===== src/rtl/pc_fetch_unit_if.sv =====
// Purpose: fetch-unit bus bundling instruction memory, decoder-select and datapath-return signals.
// Latency: wiring only, no storage.
// Backpressure: imem_ready stalls fetch, exec_done stalls execute; both are driven by the slave side.
interface pc_fetch_unit_if;
    // Instruction memory request / response
    logic        imem_req;
    logic [31:0] imem_addr;
    logic        imem_ready;
    logic [31:0] imem_rdata;

    // Held instruction and PC values, consumed by the decoder and datapath
    logic [31:0] instr;
    logic        instr_valid;
    logic [31:0] pc;
    logic [31:0] pc_plus4;

    // Next-PC inputs returned by the decoder and datapath
    logic [1:0]  jump_sel;
    logic [1:0]  branch_sel;
    logic        alu_zero;
    logic [31:0] rs_data;
    logic [31:0] mem_rdata;
    logic        exec_done;

    // Sticky misaligned-PC trap
    logic        fault;

    // Fetch unit side
    modport master (
        output imem_req,
        output imem_addr,
        input  imem_ready,
        input  imem_rdata,
        output instr,
        output instr_valid,
        output pc,
        output pc_plus4,
        input  jump_sel,
        input  branch_sel,
        input  alu_zero,
        input  rs_data,
        input  mem_rdata,
        input  exec_done,
        output fault
    );

    // Memory / decoder / datapath side
    modport slave (
        input  imem_req,
        input  imem_addr,
        output imem_ready,
        output imem_rdata,
        input  instr,
        input  instr_valid,
        input  pc,
        input  pc_plus4,
        output jump_sel,
        output branch_sel,
        output alu_zero,
        output rs_data,
        output mem_rdata,
        output exec_done,
        input  fault
    );
endinterface


===== src/rtl/pc_fetch_unit.sv =====
// Purpose: program counter and fetch/execute sequencer for the multi-cycle MIPS core.
// Latency: 2 cycles per instruction with zero-wait memory and immediate exec_done.
// Backpressure: each low imem_ready cycle in FETCH and each low exec_done cycle in EXEC adds one cycle.
module pc_fetch_unit #(
    parameter logic [31:0] RESET_PC = 32'h0000_0000
) (
    input  logic            clk,
    input  logic            rst,
    pc_fetch_unit_if.master bus
);

    typedef enum logic [1:0] {
        ST_IDLE  = 2'd0,
        ST_FETCH = 2'd1,
        ST_EXEC  = 2'd2,
        ST_FAULT = 2'd3
    } state_t;

    state_t      state_q;
    state_t      state_d;
    logic [31:0] pc_q;
    logic [31:0] pc_d;
    logic [31:0] instr_q;
    logic [31:0] instr_d;

    logic [31:0] pc_plus4;
    logic [31:0] jump_target;
    logic [31:0] branch_offset;
    logic [31:0] branch_target;
    logic        branch_taken;
    logic [31:0] next_pc;
    logic        next_pc_misaligned;

    // Sequential and PC-relative targets, all modulo 2^32
    assign pc_plus4      = pc_q + 32'd4;
    assign jump_target   = {pc_plus4[31:28], instr_q[25:0], 2'b00};
    assign branch_offset = {{14{instr_q[15]}}, instr_q[15:0], 2'b00};
    assign branch_target = pc_plus4 + branch_offset;

    // Branch condition: beq taken on zero, bne taken on non-zero, anything else never taken
    always_comb begin
        branch_taken = 1'b0;
        case (bus.branch_sel)
            2'b01:   branch_taken = bus.alu_zero;
            2'b10:   branch_taken = ~bus.alu_zero;
            default: branch_taken = 1'b0;
        endcase
    end

    // Next-PC select: any jump beats a taken branch, which beats the sequential PC
    always_comb begin
        next_pc = branch_taken ? branch_target : pc_plus4;
        case (bus.jump_sel)
            2'b01:   next_pc = jump_target;
            2'b10:   next_pc = bus.rs_data;
            2'b11:   next_pc = bus.mem_rdata;
            default: next_pc = branch_taken ? branch_target : pc_plus4;
        endcase
    end

    assign next_pc_misaligned = (next_pc[1:0] != 2'b00);

    // State, PC and held instruction; reset aborts any in-flight fetch or execute
    always_ff @(posedge clk or posedge rst) begin
        if (rst) begin
            state_q <= ST_IDLE;
            pc_q    <= RESET_PC;
            instr_q <= 32'd0;
        end else begin
            state_q <= state_d;
            pc_q    <= pc_d;
            instr_q <= instr_d;
        end
    end

    // Sequencer: capture instruction on imem_ready, retire on exec_done, trap on misaligned target
    always_comb begin
        state_d = state_q;
        pc_d    = pc_q;
        instr_d = instr_q;
        case (state_q)
            ST_IDLE: begin
                state_d = ST_FETCH;
            end
            ST_FETCH: begin
                if (bus.imem_ready) begin
                    instr_d = bus.imem_rdata;
                    state_d = ST_EXEC;
                end
            end
            ST_EXEC: begin
                if (bus.exec_done) begin
                    if (next_pc_misaligned) begin
                        // PC is left pointing at the instruction that produced the bad target
                        state_d = ST_FAULT;
                    end else begin
                        pc_d    = next_pc;
                        state_d = ST_FETCH;
                    end
                end
            end
            ST_FAULT: begin
                state_d = ST_FAULT;
            end
            default: begin
                state_d = ST_IDLE;
            end
        endcase
    end

    // Status outputs decoded straight from the state register so they never glitch mid-cycle
    assign bus.imem_req    = (state_q == ST_FETCH);
    assign bus.instr_valid = (state_q == ST_EXEC);
    assign bus.fault       = (state_q == ST_FAULT);

    assign bus.imem_addr   = pc_q;
    assign bus.pc          = pc_q;
    assign bus.pc_plus4    = pc_plus4;
    assign bus.instr       = instr_q;

endmodule

===== src/flat_wrapper.sv =====
// flat-port wrapper written by rule: the top's interface ports become plain ports
module pc_fetch_unit_flat 
#(
    parameter logic [31:0] RESET_PC = 32'h0000_0000
)
  (clk, rst, bus_imem_req, bus_imem_addr, bus_imem_ready, bus_imem_rdata, bus_instr, bus_instr_valid, bus_pc, bus_pc_plus4, bus_jump_sel, bus_branch_sel, bus_alu_zero, bus_rs_data, bus_mem_rdata, bus_exec_done, bus_fault);
  pc_fetch_unit_if bus_i ();
  input  logic clk;
  input  logic rst;
  output wire logic [$bits(bus_i.imem_req)-1:0] bus_imem_req;
  output wire logic [$bits(bus_i.imem_addr)-1:0] bus_imem_addr;
  input wire logic [$bits(bus_i.imem_ready)-1:0] bus_imem_ready;
  input wire logic [$bits(bus_i.imem_rdata)-1:0] bus_imem_rdata;
  output wire logic [$bits(bus_i.instr)-1:0] bus_instr;
  output wire logic [$bits(bus_i.instr_valid)-1:0] bus_instr_valid;
  output wire logic [$bits(bus_i.pc)-1:0] bus_pc;
  output wire logic [$bits(bus_i.pc_plus4)-1:0] bus_pc_plus4;
  input wire logic [$bits(bus_i.jump_sel)-1:0] bus_jump_sel;
  input wire logic [$bits(bus_i.branch_sel)-1:0] bus_branch_sel;
  input wire logic [$bits(bus_i.alu_zero)-1:0] bus_alu_zero;
  input wire logic [$bits(bus_i.rs_data)-1:0] bus_rs_data;
  input wire logic [$bits(bus_i.mem_rdata)-1:0] bus_mem_rdata;
  input wire logic [$bits(bus_i.exec_done)-1:0] bus_exec_done;
  output wire logic [$bits(bus_i.fault)-1:0] bus_fault;
  assign bus_imem_req = bus_i.imem_req;
  assign bus_imem_addr = bus_i.imem_addr;
  assign bus_i.imem_ready = bus_imem_ready;
  assign bus_i.imem_rdata = bus_imem_rdata;
  assign bus_instr = bus_i.instr;
  assign bus_instr_valid = bus_i.instr_valid;
  assign bus_pc = bus_i.pc;
  assign bus_pc_plus4 = bus_i.pc_plus4;
  assign bus_i.jump_sel = bus_jump_sel;
  assign bus_i.branch_sel = bus_branch_sel;
  assign bus_i.alu_zero = bus_alu_zero;
  assign bus_i.rs_data = bus_rs_data;
  assign bus_i.mem_rdata = bus_mem_rdata;
  assign bus_i.exec_done = bus_exec_done;
  assign bus_fault = bus_i.fault;
  pc_fetch_unit #(.RESET_PC(RESET_PC)) u_core (.clk(clk), .rst(rst), .bus(bus_i));
endmodule

===== config.mk =====
export PLATFORM = sky130hd
export DESIGN_NAME = pc_fetch_unit_flat
export DESIGN_NICKNAME = d
export VERILOG_FILES = /design/src/rtl/pc_fetch_unit_if.sv /design/src/rtl/pc_fetch_unit.sv /design/src/flat_wrapper.sv
export SDC_FILE = /design/constraint.sdc
export NUM_CORES = 1
export LEC_CHECK = 0
export CAP_MARGIN = 30
export CORE_MARGIN = 2
export CORE_UTILIZATION = 41
export DETAILED_ROUTE_END_ITERATION = 7
export GPL_ROUTABILITY_DRIVEN = 0
export PLACE_DENSITY = 0.91
export SYNTH_ARGS = -nofsm -noshare
export SYNTH_HDL_FRONTEND = slang
export SYNTH_SLANG_ARGS = --single-unit

===== constraint.sdc =====
create_clock -name clk -period 3.56 [get_ports clk]
set_input_delay 0.712 -clock clk [delete_from_list [all_inputs] [get_ports clk]]
set_output_delay 0.712 -clock clk [all_outputs]
set_load 0.02 [all_outputs]

Yosys cells after proc, flatten, opt, wreduce, memory -nomap -nowiden:

Cells that the tools add are included.

* input port bits: 105
* register bits after elaboration: 66
* output and inout port bits: 131
* word-level logic and storage cells: 29

* reduce and logical (&&, ||, !) cells: 5
* eq/ne operators: 10
* bitwise logic cells: 2
* add/subtract/negate cells: 2
* mux-type cells: 7

Operator list (number)
* one-hot mux 32 bit (3 select lines): 1
* adder 32 x 3 -> 32 bit (second input constant): 1
* adder 32 bit: 1
* two-way mux 32 bit: 1
* == test 2 bit (second input constant): 5
* one-hot mux 2 bit (4 select lines): 1
* == test 2 x 1 -> 1 bit (second input constant): 3
* two-way mux 2 bit: 3
* != test 2 x 1 -> 1 bit (second input constant): 2
* AND reduction 2 bit: 2
* AND reduction 3 bit: 1
* zero test 2 bit: 1
* NOT 1 bit: 2
* one-hot mux 1 bit (2 select lines): 1
* nonzero test 2 bit: 1

Depth between registers and ports, before layout:

Gate-level depths: netlist (run 1).

* depth in word-level cells: 8
* gate-level depth with buffers: 17
* gate-level depth less buffers: 14

Worst setup path after synthesis (run 1):

OpenSTA, ideal clock, no wires.

* kind: register -> register
* start point: reg u_core.pc_q[2], in the netlist u_core.bus.imem_addr[2]
* end point: reg u_core.pc_q[15], in the netlist u_core.bus.imem_addr[15]
* clock period less this slack: 3.919 ns
* required time: 3.435 ns
* setup time: 0.125 ns
* data arrival time: 3.794 ns
* cell stages (with the launch flop): 15
* slack: -0.359 ns
* cell sequence: dfrtp_1 ha_1 and3_1 nand2_1 nor2_1 xor2_1 ha_1 clkbuf_1 a21o_1 or3_4 o21ai_2 xnor2_1 mux2_2 mux4_2 mux2_4

* cells in the longest elaborated chain, start to end: 4

RTL lines
* start: declaration: line pc_fetch_unit.sv:21 `logic [31:0] pc_q;`
* start signal: assignment: line pc_fetch_unit.sv:71 `pc_q <= pc_d;`
* adder 32 x 3 -> 32 bit: line pc_fetch_unit.sv:35 `assign pc_plus4 = pc_q + 32'd4;`
* named net bus_pc_plus4[14]: line flat_wrapper.sv:17 `output wire logic [$bits(bus_i.pc_plus4)-1:0] bus_pc_plus4;`
* adder 32 bit: line pc_fetch_unit.sv:38 `assign branch_target = pc_plus4 + branch_offset;`
* two-way mux 32 bit: line pc_fetch_unit.sv:57 `default: next_pc = branch_taken ? branch_target : pc_plus4;`
* one-hot mux 32 bit (3 select lines): line pc_fetch_unit.sv:53 `case (bus.jump_sel)`

The timed path passes the listed nets, and every way through them passes these cells.
A chain may end at the register's enable or synchronous reset.

Worst setup path in the final report (run 1):

* start point: reg u_core.pc_q[10], in the netlist u_core.bus.imem_addr[10]
* end point: reg u_core.pc_q[31], in the netlist u_core.bus.imem_addr[31]

* cells in the longest elaborated chain, start to end: 4

RTL lines (line)
* adder 32 x 3 -> 32 bit (*): pc_fetch_unit.sv:35
* adder 32 bit: pc_fetch_unit.sv:38
* two-way mux 32 bit: pc_fetch_unit.sv:57
* one-hot mux 32 bit (3 select lines) (*): pc_fetch_unit.sv:53

Every way passes the cells marked *; elsewhere a longest branch is shown, timed or not.

==> results.md, run 1 <==
### Worst setup path
- **maximum fanout count along the critical path** 7
- **Critical Path End Type** flip-flop
- **critical path class** flip-flop to flip-flop
- **required time of the worst setup path** 3.78 ns
- **CP arrival** 3.76 ns
- **Worst setup SP type** flip-flop

### Placement
- **detailed placement HPWL** 16300 um
- **Buffers on Ports** 235

### Pwr
- **power density cells** 953 nW/um^2
- **reported net switching power** 4140 uW
- **post-layout power** 8850 uW
- **Int Pwr** 4720 uW
- **clock network power share** 10.1%
- **relative contribution of combinational cells to total power** 72.5%
- **reported leakage power** 0.00395 uW
- **Sw Share** 46.7%
- **Max IR drop VDD** 0.000587 V
- **register share of total power** 17.4%

### Routing
- **post-route DRC violation count** 0
- **number of antenna-violating nets in the routed design** 0
- **vias** 6440
- **Via density** 5.90
- **DRT Pass-1 Iters** 5
- **per-cell routed wire length** 20.5 um
- **first-iteration detailed-routing DRC count** 507
- **Total Wirelength** 22400 um

### CTS
- **TritonCTS sink count** 66
- **clock insertion delay at the later pin of the skew report** 0.35 ns
- **Max H-tree Level** 3
- **hold buffer count at cts** 0
- **number of buffers created by CTS** 9
- **clock tree from TritonCTS** yes
- **buffer depth of the longest clock path** 2
- **register clock-pin slew on the reported worst setup and hold paths** 0.06 ns
- **buffer type at the clock tree root** clkbuf_16

### Final layout
- **# fillers** 1074
- **fraction of layout cells with a size suffix above 1** 23.2%
- **NumNets Final** 1044
- **area growth from synthesis to final layout** 55.9%

### Logic synthesis
- **gate count of the mapped netlist** 666
- **net count after synthesis** 809
- **number of enable flip-flop cells after synthesis** 0
- **synthesis-stage register bit count** 66
- **Post-Syn Area** 5960 um^2
- **Mean Syn Cell Area** 8.95 um^2
- **count of synthesis-stage warnings from yosys** 0
- **most instantiated flip-flop cell in the synthesis netlist** dfrtp_1
- **post-synthesis async set-or-reset flop share** 100%
- **synth unique cells** 66
- **sequential share of the synthesized area** 27.7%

### Run status
- **outcome** completed

### Floorplan
- **die extent in x** 125 um
- **Die Area** 15500 um^2
- **Core Footprint** 14400 um^2
- **Row Count** 44
- **initial core utilization** 41.5%
- **y dimension of the die** 125 um
- **IO Pins** 236

### STA
- **Final Hold Fails** 0
- **skew final** 0.00650 ns
- **worst max-slew margin expressed relative to the limit** 39.6%
- **Final TNS setup** 0 ns
- **final clock period utilization by the worst path** 99.5%
- **unrepaired setup endpoints after global routing** true
- **achievable clock frequency** 282 MHz
- **total setup violations reported at the end of the flow** 0
- **final critical delay including setup and external delays** 3.54 ns
- **Least-Margin Pin Slew** 0.903 ns
- **max-slew violation count** 0

### Global routing
- **total track usage** 27.0%
- **vias in the first global route** 6207
- **total overflow reported by the global router** 0
- **largest net degree at the start of global routing** 67
- **initial antenna violation count** 0
- **global-route wire length before repair** 33300 um

### Job
- **max-capacitance violation count** 0

### Min path
- **Hold WC Path Type** flip-flop to flip-flop

## cell type report
| cell class | instances | area (um^2) | share of cell area, % |
|---|---|---|---|
| multi-input cells | 516 | 4250 | 45.8 |
| repair buffers | 292 | 2790 | 30.1 |
| flip-flops and latches | 66 | 1670 | 17.9 |
| clock buffers | 11 | 233 | 2.50 |
| well taps | 184 | 230 | 2.48 |
| inverters | 16 | 60.1 | 0.646 |
| clock inverters | 5 | 55.1 | 0.592 |
| diodes | 1 | 2.50 | 0.0269 |
## worst paths after layout
check                                                           from                                   end  slack [ns]  cells after the start
worst max-delay path            u_core.bus.imem_addr[10]$_DFFE_PP0P_  u_core.bus.imem_addr[31]$_DFFE_PP0P_        0.02                     15
min in group asynchronous                                        rst      u_core.bus.instr[17]$_DFFE_PP0P_        0.96                      3
worst max register to register  u_core.bus.imem_addr[10]$_DFFE_PP0P_  u_core.bus.imem_addr[31]$_DFFE_PP0P_        0.02                     15
worst min register to register      u_core.bus.instr[27]$_DFFE_PP0P_      u_core.bus.instr[27]$_DFFE_PP0P_        0.51                      1
max in group asynchronous                                        rst  u_core.bus.imem_addr[14]$_DFFE_PP0P_        1.98                      3
worst min-delay path                u_core.bus.instr[27]$_DFFE_PP0P_      u_core.bus.instr[27]$_DFFE_PP0P_        0.51                      1
## layout by cell type, fill, tap and decap left out, types with 6 or more instances in the layout
cell type,netlist,routed
mux2i_1,14,14
xnor2_1,33,20
dfrtp_2,0,12
nor2b_1,6,6
xnor2_2,1,12
a21oi_1,40,39
mux4_2,10,10
buf_4,34,53
o31ai_1,8,8
o21ai_0,26,23
clkbuf_16,0,9
inv_1,15,13
o221ai_1,7,7
clkdlybuf4s50_1,0,231
dfrtp_1,66,54
a21o_1,15,15
nor3_1,11,10
xor2_1,14,9
nor2_1,39,36
ha_1,37,30
and2_1,8,7
a31oi_1,12,8
nand3_1,23,20
nand4_1,8,8
nand2_1,73,71
mux2_2,48,48
and3_1,9,6
## timing repair
action	in CTS	in global routing
pin swaps	0	14
gates resized for setup	3	47
setup endpoints to repair	2	17
setup buffers	0	5
cloned	0	1
## per-stage QoR
step | instance area [um^2] | worst slack, ns | cells | hold slack, ns | util, %
6_report | 9290 | 0.0165 | 1091 | 0.505 | 64.7
5_1_grt | 9290 | -0.0721 | 1090 | 0.548 | 64.7
4_1_cts | 9000 | 0.0208 | 1084 | 0.510 | 62.6
3_5_place_dp | 8710 | 0.0319 | 1068 | 0.496 | 60.6
3_3_place_gp | 8710 | 0.0684 | 1068 | 0.487 | 60.6
2_1_floorplan | 6120 | -0.00151 | 666 | 0.496 | -
## worst max-delay path, cell delays in order (launching register included)
cell and delay [ns]:
dfrtp_2 0.36, buf_6 0.15, and3_4 0.20, and2_1 0.16
nand3_1 0.12, nor2_4 0.12, xor2_2 0.20, ha_1 0.29
a21o_1 0.21, a21oi_2 0.18, o21ai_0 0.18, a32oi_2 0.32
a31oi_2 0.17, or4b_1 0.55, o31ai_1 0.09, o31ai_1 0.11
## synthesized netlist by cell type, types with 6 or more instances
cell / count / area share (%)
nand2_1: 73 / 4.6
dfrtp_1: 66 / 28
mux2_2: 48 / 9.1
a21oi_1: 40 / 3.4
nor2_1: 39 / 2.5
ha_1: 37 / 7.8
buf_4: 34 / 4.3
xnor2_1: 33 / 4.8
o21ai_0: 26 / 2.2
nand3_1: 23 / 1.9
clkbuf_1: 21 / 1.3
a21o_1: 15 / 1.9
inv_1: 15 / 0.94
mux2i_1: 14 / 2.4
xor2_1: 14 / 2.1
a31oi_1: 12 / 1.3
nor3_1: 11 / 0.92
mux4_2: 10 / 3.8
and3_1: 9 / 0.94
buf_1: 9 / 0.57
and2_1: 8 / 0.84
nand4_1: 8 / 0.84
o31ai_1: 8 / 1.0
o221ai_1: 7 / 1.0
nor2b_1: 6 / 0.63
## routing by layer
metal | vias up | track usage [%] | part of all wire, %
li1 | 2889 | - | -
met1 | 3039 | 35.3 | 39
met2 | 453 | 44.0 | 48
met3 | 59 | 5.67 | 10
met4 | 0 | 9.98 | 2.4
met5 | - | 0 | 0
## kinds of logic after synthesis
logic type               after synthesis  share of synthesized area (%)
buffers and inverters                 84                           7.52
multiplexers                          73                           15.5
adder cells (fa/ha/maj)               38                           8.10
flip-flops                            66                           27.7
AND/OR/NAND/NOR                      198                           15.9
AO/OA/AOI/OAI                        159                           18.1
XOR/XNOR                              48                           7.18
## sequential cells by signal (all words and copies together) (netlist names)
name / count
u_core.bus.instr: 32
u_core.state_q: 2
u_core.bus.imem_addr: 32
## power groups by stage
stage,clock (uW),combinational [uW],sequential [uW]
2_1_floorplan,0,3340,1930
5_1_grt,939,6820,1580
3_3_place_gp,0,5840,1500
4_1_cts,904,6010,1510
3_5_place_dp,0,5970,1510
6_report,897,6420,1540
Power figures use the tool's default switching activity.
==> run 2: changes to the inputs <==
--- a/config.mk
+++ b/config.mk
@@ -10,6 +10,7 @@
 export CORE_UTILIZATION = 41
 export DETAILED_ROUTE_END_ITERATION = 7
 export GPL_ROUTABILITY_DRIVEN = 0
+export MAX_ROUTING_LAYER = met4
 export PLACE_DENSITY = 0.91
 export SYNTH_ARGS = -nofsm -noshare
 export SYNTH_HDL_FRONTEND = slang
==> constraint.sdc (replaced) <==
create_clock -name clk -period 3.56 [get_ports clk]
set_input_delay 0.356 -clock clk [delete_from_list [all_inputs] [get_ports clk]]
set_output_delay 0.356 -clock clk [all_outputs]
set_load 0.02 [all_outputs]
==> run 2 against run 1 <==
Combinational power grew 1%; critical path type unchanged; count of clock-buffer cells in the layout grew 1; global-route usage grew 0.94 points; largest power group unchanged; sequential share of layout area shrank 0.13 points; final cell count grew 0.27%; sequential power is essentially flat; clock skew is essentially flat; register-to-register slack gained 0.03 ns; via count shrank 0.65%; final area grew 0.75%; first-iteration DRC count grew 41%; sequential cell count is the same; highest routed layer unchanged.
==> results.md, run 2 (synthesized netlist as in run 1, its figures left out) <==
### Run status
- **outcome** completed, unchanged

### Job
- **max-capacitance violation count** 0, unchanged

### Worst setup path
- **required time of the worst setup path** 3.78 ns, about the same
- **CP arrival** 3.73 ns, was 3.76 ns
- **critical path class** flip-flop to flip-flop, unchanged
- **Worst setup SP type** flip-flop, unchanged
- **maximum fanout count along the critical path** 5, was 7
- **Critical Path End Type** flip-flop, unchanged
- **setup slack of the most critical reg-to-reg path** 0.05 ns, was 0.02 ns

### Pwr
- **Sw Share** 46.0%, was 46.7%
- **Int Pwr** 4890 uW, was 4720 uW
- **power density cells** 968 nW/um^2, was 953 nW/um^2
- **clock network power share** 11.5%, was 10.1%
- **register share of total power** 16.9%, was 17.4%
- **Max IR drop VDD** 0.000540 V, was 0.000587 V
- **relative contribution of combinational cells to total power** 71.7%, was 72.5%
- **reported leakage power** 0.00394 uW, was 0.00395 uW
- **reported net switching power** 4170 uW, was 4140 uW

### Global routing
- **global-route wire length before repair** 33400 um, was 33300 um
- **global-route met3 utilization** 7.56%, was 5.67%
- **met2 demand-to-capacity share in global routing** 44.0%, unchanged
- **vias in the first global route** 6345, was 6207
- **total overflow reported by the global router** 0, unchanged
- **largest net degree at the start of global routing** 41, was 67
- **met1 layer usage reported by global route** 34.0%, was 35.3%
- **total track usage** 27.9%, was 27.0%
- **initial antenna violation count** 1, was 0
- **most congested layer reported by global routing** met2, unchanged

### Routing
- **Total Wirelength** 22100 um, was 22400 um
- **vias** 6398, was 6440
- **number of antenna-violating nets in the routed design** 0, unchanged
- **Via density** 5.85, was 5.90
- **first-iteration detailed-routing DRC count** 716, was 507
- **per-cell routed wire length** 20.2 um, was 20.5 um
- **post-route DRC violation count** 0, unchanged
- **DRT Pass-1 Iters** 6, was 5

### STA
- **max-slew violation count** 0, unchanged
- **final clock period utilization by the worst path** 98.6%, was 99.5%
- **unrepaired setup endpoints after global routing** true, unchanged
- **smallest setup slack after layout** 0.0498 ns, was 0.0165 ns
- **Least-Margin Pin Slew** 0.920 ns, was 0.903 ns
- **skew final** 0.00614 ns, was 0.00650 ns
- **worst hold-check slack** 0.323 ns, was 0.505 ns
- **final critical delay including setup and external delays** 3.51 ns, was 3.54 ns
- **achievable clock frequency** 285 MHz, was 282 MHz
- **Final Hold Fails** 0, unchanged
- **total setup violations reported at the end of the flow** 0, unchanged
- **worst max-slew margin expressed relative to the limit** 38.5%, was 39.6%

### Final layout
- **commonest cells after routing, fill and taps aside** clkdlybuf4s50_1, nand2_1, buf_4, was clkdlybuf4s50_1, nand2_1, dfrtp_1
- **NumNets Final** 1047, was 1044
- **area growth from synthesis to final layout** 57.1%, was 55.9%
- **final non-filler cell area** 9360 um^2, was 9290 um^2
- **fraction of layout cells with a size suffix above 1** 23.7%, was 23.2%
- **most common cell after layout, fill and taps aside** clkdlybuf4s50_1, unchanged
- **number of cells in the finished layout apart from fillers** 1094, was 1091

### CTS
- **clock tree from TritonCTS** yes, unchanged
- **buffer depth of the longest clock path** 2, unchanged
- **number of buffers created by CTS** 9, unchanged
- **register clock-pin slew on the reported worst setup and hold paths** 0.06 ns, about the same
- **hold buffer count at cts** 0, unchanged
- **Max H-tree Level** 3, unchanged
- **TritonCTS sink count** 66, unchanged
- **clock insertion delay at the later pin of the skew report** 0.35 ns, about the same
- **buffer type at the clock tree root** clkbuf_16, unchanged

### Floorplan
- **Die Area** 15500 um^2, unchanged
- **initial core utilization** 41.5%, unchanged
- **Core Footprint** 14400 um^2, unchanged
- **IO Pins** 236, unchanged
- **y dimension of the die** 125 um, unchanged
- **die extent in x** 125 um, unchanged
- **Row Count** 44, unchanged

### Placement
- **detailed placement HPWL** 16200 um, was 16300 um
- **worst-case setup slack after placement** -0.0134 ns, was 0.0319 ns
- **placed standard-cell area** 8700 um^2, was 8710 um^2
- **Buffers on Ports** 235, unchanged
- **placed cell count** 1067, was 1068

### Min path
- **Hold WC Path Type** input pin to asynchronous set/reset pin, was flip-flop to flip-flop

[run 2: critical path, cell delays in order (launching register included)]
cell and delay (ns):
dfrtp_2 0.39, and4_4 0.23, and3_4 0.24, nand2_8 0.09, nor2_4 0.17, xor2_4 0.21, ha_4 0.23, a21o_1 0.17
or3_4 0.39, o211ai_1 0.33, a31oi_2 0.20, or4b_4 0.56, o31ai_4 0.08, o31ai_1 0.09
[run 2: timing repair]
| action | in CTS | in global routing |
|---|---|---|
| hold endpoints to repair | 0 | 0 |
| setup endpoints to repair | 1 | 10 |
| resized for setup | 1 | 43 |
| setup buffers | 1 | 9 |
| pin swaps | 1 | 16 |
[run 2: power groups by stage]
stage          logic, uW  clock network [uW]  registers, uW
5_1_grt             6930                1080           1570
3_5_place_dp        5980                   0           1520
6_report            6500                1040           1530
3_3_place_gp        5850                   0           1490
2_1_floorplan       3340                   0           1930
4_1_cts             6040                1040           1510
[run 2: worst paths after layout]
kind                                                     startpoint                              endpoint  cells past startpoint
worst max register to register  u_core.bus.imem_addr[4]$_DFFE_PP0P_  u_core.bus.imem_addr[31]$_DFFE_PP0P_                     13
worst min register to register     u_core.bus.instr[30]$_DFFE_PP0P_      u_core.bus.instr[30]$_DFFE_PP0P_                      1
max in group asynchronous                                       rst  u_core.bus.imem_addr[13]$_DFFE_PP0P_                      3
min in group clk                   u_core.bus.instr[30]$_DFFE_PP0P_      u_core.bus.instr[30]$_DFFE_PP0P_                      1
worst min-delay path                                            rst      u_core.bus.instr[16]$_DFFE_PP0P_                      2
worst max-delay path            u_core.bus.imem_addr[4]$_DFFE_PP0P_  u_core.bus.imem_addr[31]$_DFFE_PP0P_                     13
[run 2: metal layers]
metal / share of wire, % / vias to the layer above / wire length, um
met2: 47 / 416 / 10500
met4: 3.3 / 0 / 731
met1: 39 / 3039 / 8670
met5: 0 / - / 0
li1: - / 2876 / -
met3: 10 / 67 / 2220
[run 2: cell type report]
| cell class | count | area [um^2] |
|---|---|---|
| antenna | 1 | 2.50 |
| timing repair buffer | 295 | 2810 |
| inverter | 16 | 60.1 |
| sequential | 66 | 1670 |
| fill | 1093 | 5010 |
| clock inverter | 4 | 72.6 |
| clock buffer | 12 | 267 |
| multi-input combinational | 516 | 4260 |
| tap | 184 | 230 |
[run 2: stage by stage]
| step | total power (uW) | utilization, % | setup TNS (ns) |
|---|---|---|---|
| detailed placement | 7500 | 60.5 | -0.0134 |
| global route | 9590 | 65.2 | -0.382 |
| floorplan | 5270 | - | -0.00151 |
| global placement | 7350 | 60.5 | 0 |
| CTS | 8600 | 63.0 | 0 |
| finish | 9060 | 65.2 | 0 |
==> run 3: changes to the inputs <==
--- a/config.mk
+++ b/config.mk
@@ -7,11 +7,11 @@
 export LEC_CHECK = 0
 export CAP_MARGIN = 30
 export CORE_MARGIN = 2
-export CORE_UTILIZATION = 41
+export CORE_UTILIZATION = 30
 export DETAILED_ROUTE_END_ITERATION = 7
 export GPL_ROUTABILITY_DRIVEN = 0
 export MAX_ROUTING_LAYER = met4
-export PLACE_DENSITY = 0.91
+export PLACE_DENSITY = 0.73
 export SYNTH_ARGS = -nofsm -noshare
 export SYNTH_HDL_FRONTEND = slang
 export SYNTH_SLANG_ARGS = --single-unit
==> constraint.sdc (replaced) <==
create_clock -name clk -period 2.9 [get_ports clk]
set_input_delay 0.29 -clock clk [delete_from_list [all_inputs] [get_ports clk]]
set_output_delay 0.29 -clock clk [all_outputs]
set_load 0.02 [all_outputs]
==> run 3 against run 2 <==
The run now ends with negative setup slack left; die area increased by 35%; sequential power rose by 15%; sequential share of layout area shrank 2.8 points; largest power group unchanged.
==> results.md, run 3 (synthesized netlist as in run 1, its figures left out) <==
### STA
- **Final TNS setup** -5.96 ns, was 0 ns
- **skew final** 0.0105 ns, was 0.00614 ns
- **final critical delay including setup and external delays** 3.36 ns, was 3.51 ns
- **worst max-slew margin expressed relative to the limit** 42.4%, was 38.5%
- **achievable clock frequency** 298 MHz, was 285 MHz
- **Final Hold Fails** 0, unchanged
- **total setup violations reported at the end of the flow** 23, was 0
- **final clock period utilization by the worst path** 116%, was 98.6%
- **Least-Margin Pin Slew** 0.857 ns, was 0.920 ns
- **smallest setup slack after layout** -0.461 ns, was 0.0498 ns
- **unrepaired setup endpoints after global routing** true, unchanged
- **max-slew violation count** 0, unchanged

### Worst setup path
- **delay of the slowest cell on the worst path** 0.45 ns, was 0.56 ns
- **maximum fanout count along the critical path** 4, was 5
- **CP arrival** 3.58 ns, was 3.73 ns
- **Worst setup SP type** flip-flop, unchanged
- **Critical Path End Type** flip-flop, unchanged
- **most prevalent standard cell on the critical path** mux2_4
- **cell type of the slowest stage on the worst timing path** mux4_2, was or4b_4
- **crit path cell chain** and4_4 > and3_4 > nand4_1 > xnor2_4 > ha_4 > buf_4 > nand2_2 > a21o_1 > nand2_1 > o21ai_2 > xnor2_1 > mux2_4 > mux4_2 > mux2_4, was and4_4 > and3_4 > nand2_8 > nor2_4 > xor2_4 > ha_4 > a21o_1 > or3_4 > o211ai_1 > a31oi_2 > or4b_4 > o31ai_4 > o31ai_1
- **Critical path origin** u_core.bus.imem_addr[7]$_DFFE_PP0P_, was u_core.bus.imem_addr[4]$_DFFE_PP0P_
- **family with the most delay on the worst path** multiplexers, was simple AND/OR/NAND/NOR gates
- **critical path class** flip-flop to flip-flop, unchanged
- **launch point of the worst reg-to-reg path** u_core.bus.imem_addr[7]$_DFFE_PP0P_, was u_core.bus.imem_addr[4]$_DFFE_PP0P_
- **required time of the worst setup path** 3.12 ns, was 3.78 ns
- **sum of buffers and inverters on the critical path** 1, was 0

### Floorplan
- **die extent in x** 145 um, was 125 um
- **Row Count** 51, was 44
- **Die Area** 21000 um^2, was 15500 um^2
- **Core Footprint** 19500 um^2, was 14400 um^2
- **IO Pins** 236, unchanged
- **initial core utilization** 30.6%, was 41.5%
- **y dimension of the die** 145 um, was 125 um

### Routing
- **DRT Pass-1 Iters** 5, was 6
- **post-route DRC violation count** 0, unchanged
- **first-iteration detailed-routing DRC count** 428, was 716
- **number of antenna-violating nets in the routed design** 0, unchanged
- **vias** 6809, was 6398
- **Total Wirelength** 24900 um, was 22100 um
- **Via density** 5.19, was 5.85
- **per-cell routed wire length** 18.9 um, was 20.2 um

### Global routing
- **vias in the first global route** 6860, was 6345
- **total overflow reported by the global router** 0, unchanged
- **met1 layer usage reported by global route** 29.4%, was 34.0%
- **total track usage** 23.0%, was 27.9%
- **initial antenna violation count** 1, unchanged
- **global-route met3 utilization** 4.50%, was 7.56%
- **largest net degree at the start of global routing** 34, was 41
- **met2 demand-to-capacity share in global routing** 37.6%, was 44.0%
- **global-route wire length before repair** 37200 um, was 33400 um
- **most congested layer reported by global routing** met2, unchanged

### CTS
- **clock insertion delay at the later pin of the skew report** 0.35 ns, about the same
- **TritonCTS sink count** 66, unchanged
- **number of buffers created by CTS** 9, unchanged
- **buffer type at the clock tree root** clkbuf_16, unchanged
- **register clock-pin slew on the reported worst setup and hold paths** 0.06 ns, about the same
- **buffer depth of the longest clock path** 2, unchanged
- **clock tree from TritonCTS** yes, unchanged
- **Max H-tree Level** 3, unchanged
- **hold buffer count at cts** 0, unchanged

### Final layout
- **most common cell after layout, fill and taps aside** clkdlybuf4s50_1, unchanged
- **final non-filler cell area** 11100 um^2, was 9360 um^2
- **# fillers** 1615, was 1093
- **NumNets Final** 1185, was 1047
- **fraction of layout cells with a size suffix above 1** 40.4%, was 23.7%
- **number of cells in the finished layout apart from fillers** 1313, was 1094
- **area growth from synthesis to final layout** 86.7%, was 57.1%
- **commonest cells after routing, fill and taps aside** clkdlybuf4s50_1, buf_4, nand2_1, was clkdlybuf4s50_1, nand2_1, buf_4

### Run status
- **violated checks** negative setup slack
- **outcome** finished, violations left, was completed

### Pwr
- **reported leakage power** 0.00484 uW, was 0.00394 uW
- **power density cells** 1220 nW/um^2, was 968 nW/um^2
- **post-layout power** 13600 uW, was 9060 uW
- **Max IR drop VDD** 0.000536 V, was 0.000540 V

### Placement
- **Buffers on Ports** 235, unchanged
- **worst-case setup slack after placement** -0.505 ns, was -0.0134 ns
- **placed cell count** 1268, was 1067
- **placed standard-cell area** 9910 um^2, was 8700 um^2
- **detailed placement HPWL** 18700 um, was 16200 um

### Job
- **max-capacitance violation count** 0, unchanged

### Min path
- **Hold WC Path Type** input pin to asynchronous set/reset pin, unchanged

## run 3: worst reg2reg max path: stages, from the launching register on
cell	delay, ns
dfrtp_2	0.36
and4_4	0.24
and3_4	0.21
nand4_1	0.19
xnor2_4	0.20
ha_4	0.29
buf_4	0.15
nand2_2	0.10
a21o_1	0.22
nand2_1	0.13
o21ai_2	0.08
xnor2_1	0.12
mux2_4	0.25
mux4_2	0.45
mux2_4	0.26
## run 3: final timing paths
kind	endpoint	slack (ns)	depth (start not counted)
worst max-delay path	u_core.bus.imem_addr[15]$_DFFE_PP0P_	-0.46	14
worst min-delay path	u_core.bus.instr[2]$_DFFE_PP0P_	0.37	3
worst max register to register	u_core.bus.imem_addr[15]$_DFFE_PP0P_	-0.46	14
worst min register to register	u_core.bus.instr[28]$_DFFE_PP0P_	0.51	1
max in group asynchronous	u_core.bus.imem_addr[11]$_DFFE_PP0P_	2.15	3
min in group clk	u_core.bus.instr[28]$_DFFE_PP0P_	0.51	1
## run 3: repair_timing
item                                    CTS  global route
endpoints found under the setup margin   32            33
setup buffers                             6            23
gates resized for setup                  51           103
endpoints found under the hold margin     0             0
pin swaps                                30            42
## run 3: final cells by class
class	count	area, um^2	area share (%)
Clock inverter	5	77.6	0.697
Sequential cell	66	1670	15.0
Tap cell	265	332	2.98
Timing Repair Buffer	433	3910	35.1
Clock buffer	11	243	2.18
Multi-Input combinational cell	516	4840	43.5
Antenna cell	1	2.50	0.0225
Inverter	16	60.1	0.540
## run 3: per-stage QoR
| stage | util [%] | hold WS (ns) |
|---|---|---|
| detailed placement | 50.9 | 0.496 |
| global route | 57.2 | 0.437 |
| floorplan | - | 0.415 |
| finish | 57.2 | 0.366 |
| CTS | 53.8 | 0.386 |
| global placement | 50.9 | 0.487 |
## run 3: report_power, final
part	switching, uW	internal, uW	leakage [uW]
Combinational	5180	5470	0.00390
Sequential	411	1350	0.000787
Clock	440	774	0.000156
## run 3: routing by layer
metal / up-vias / share of wire, %
met4: 0 / 2.5
met5: - / 0
met2: 328 / 48
met3: 65 / 6.9
met1: 3257 / 43
li1: 3159 / -
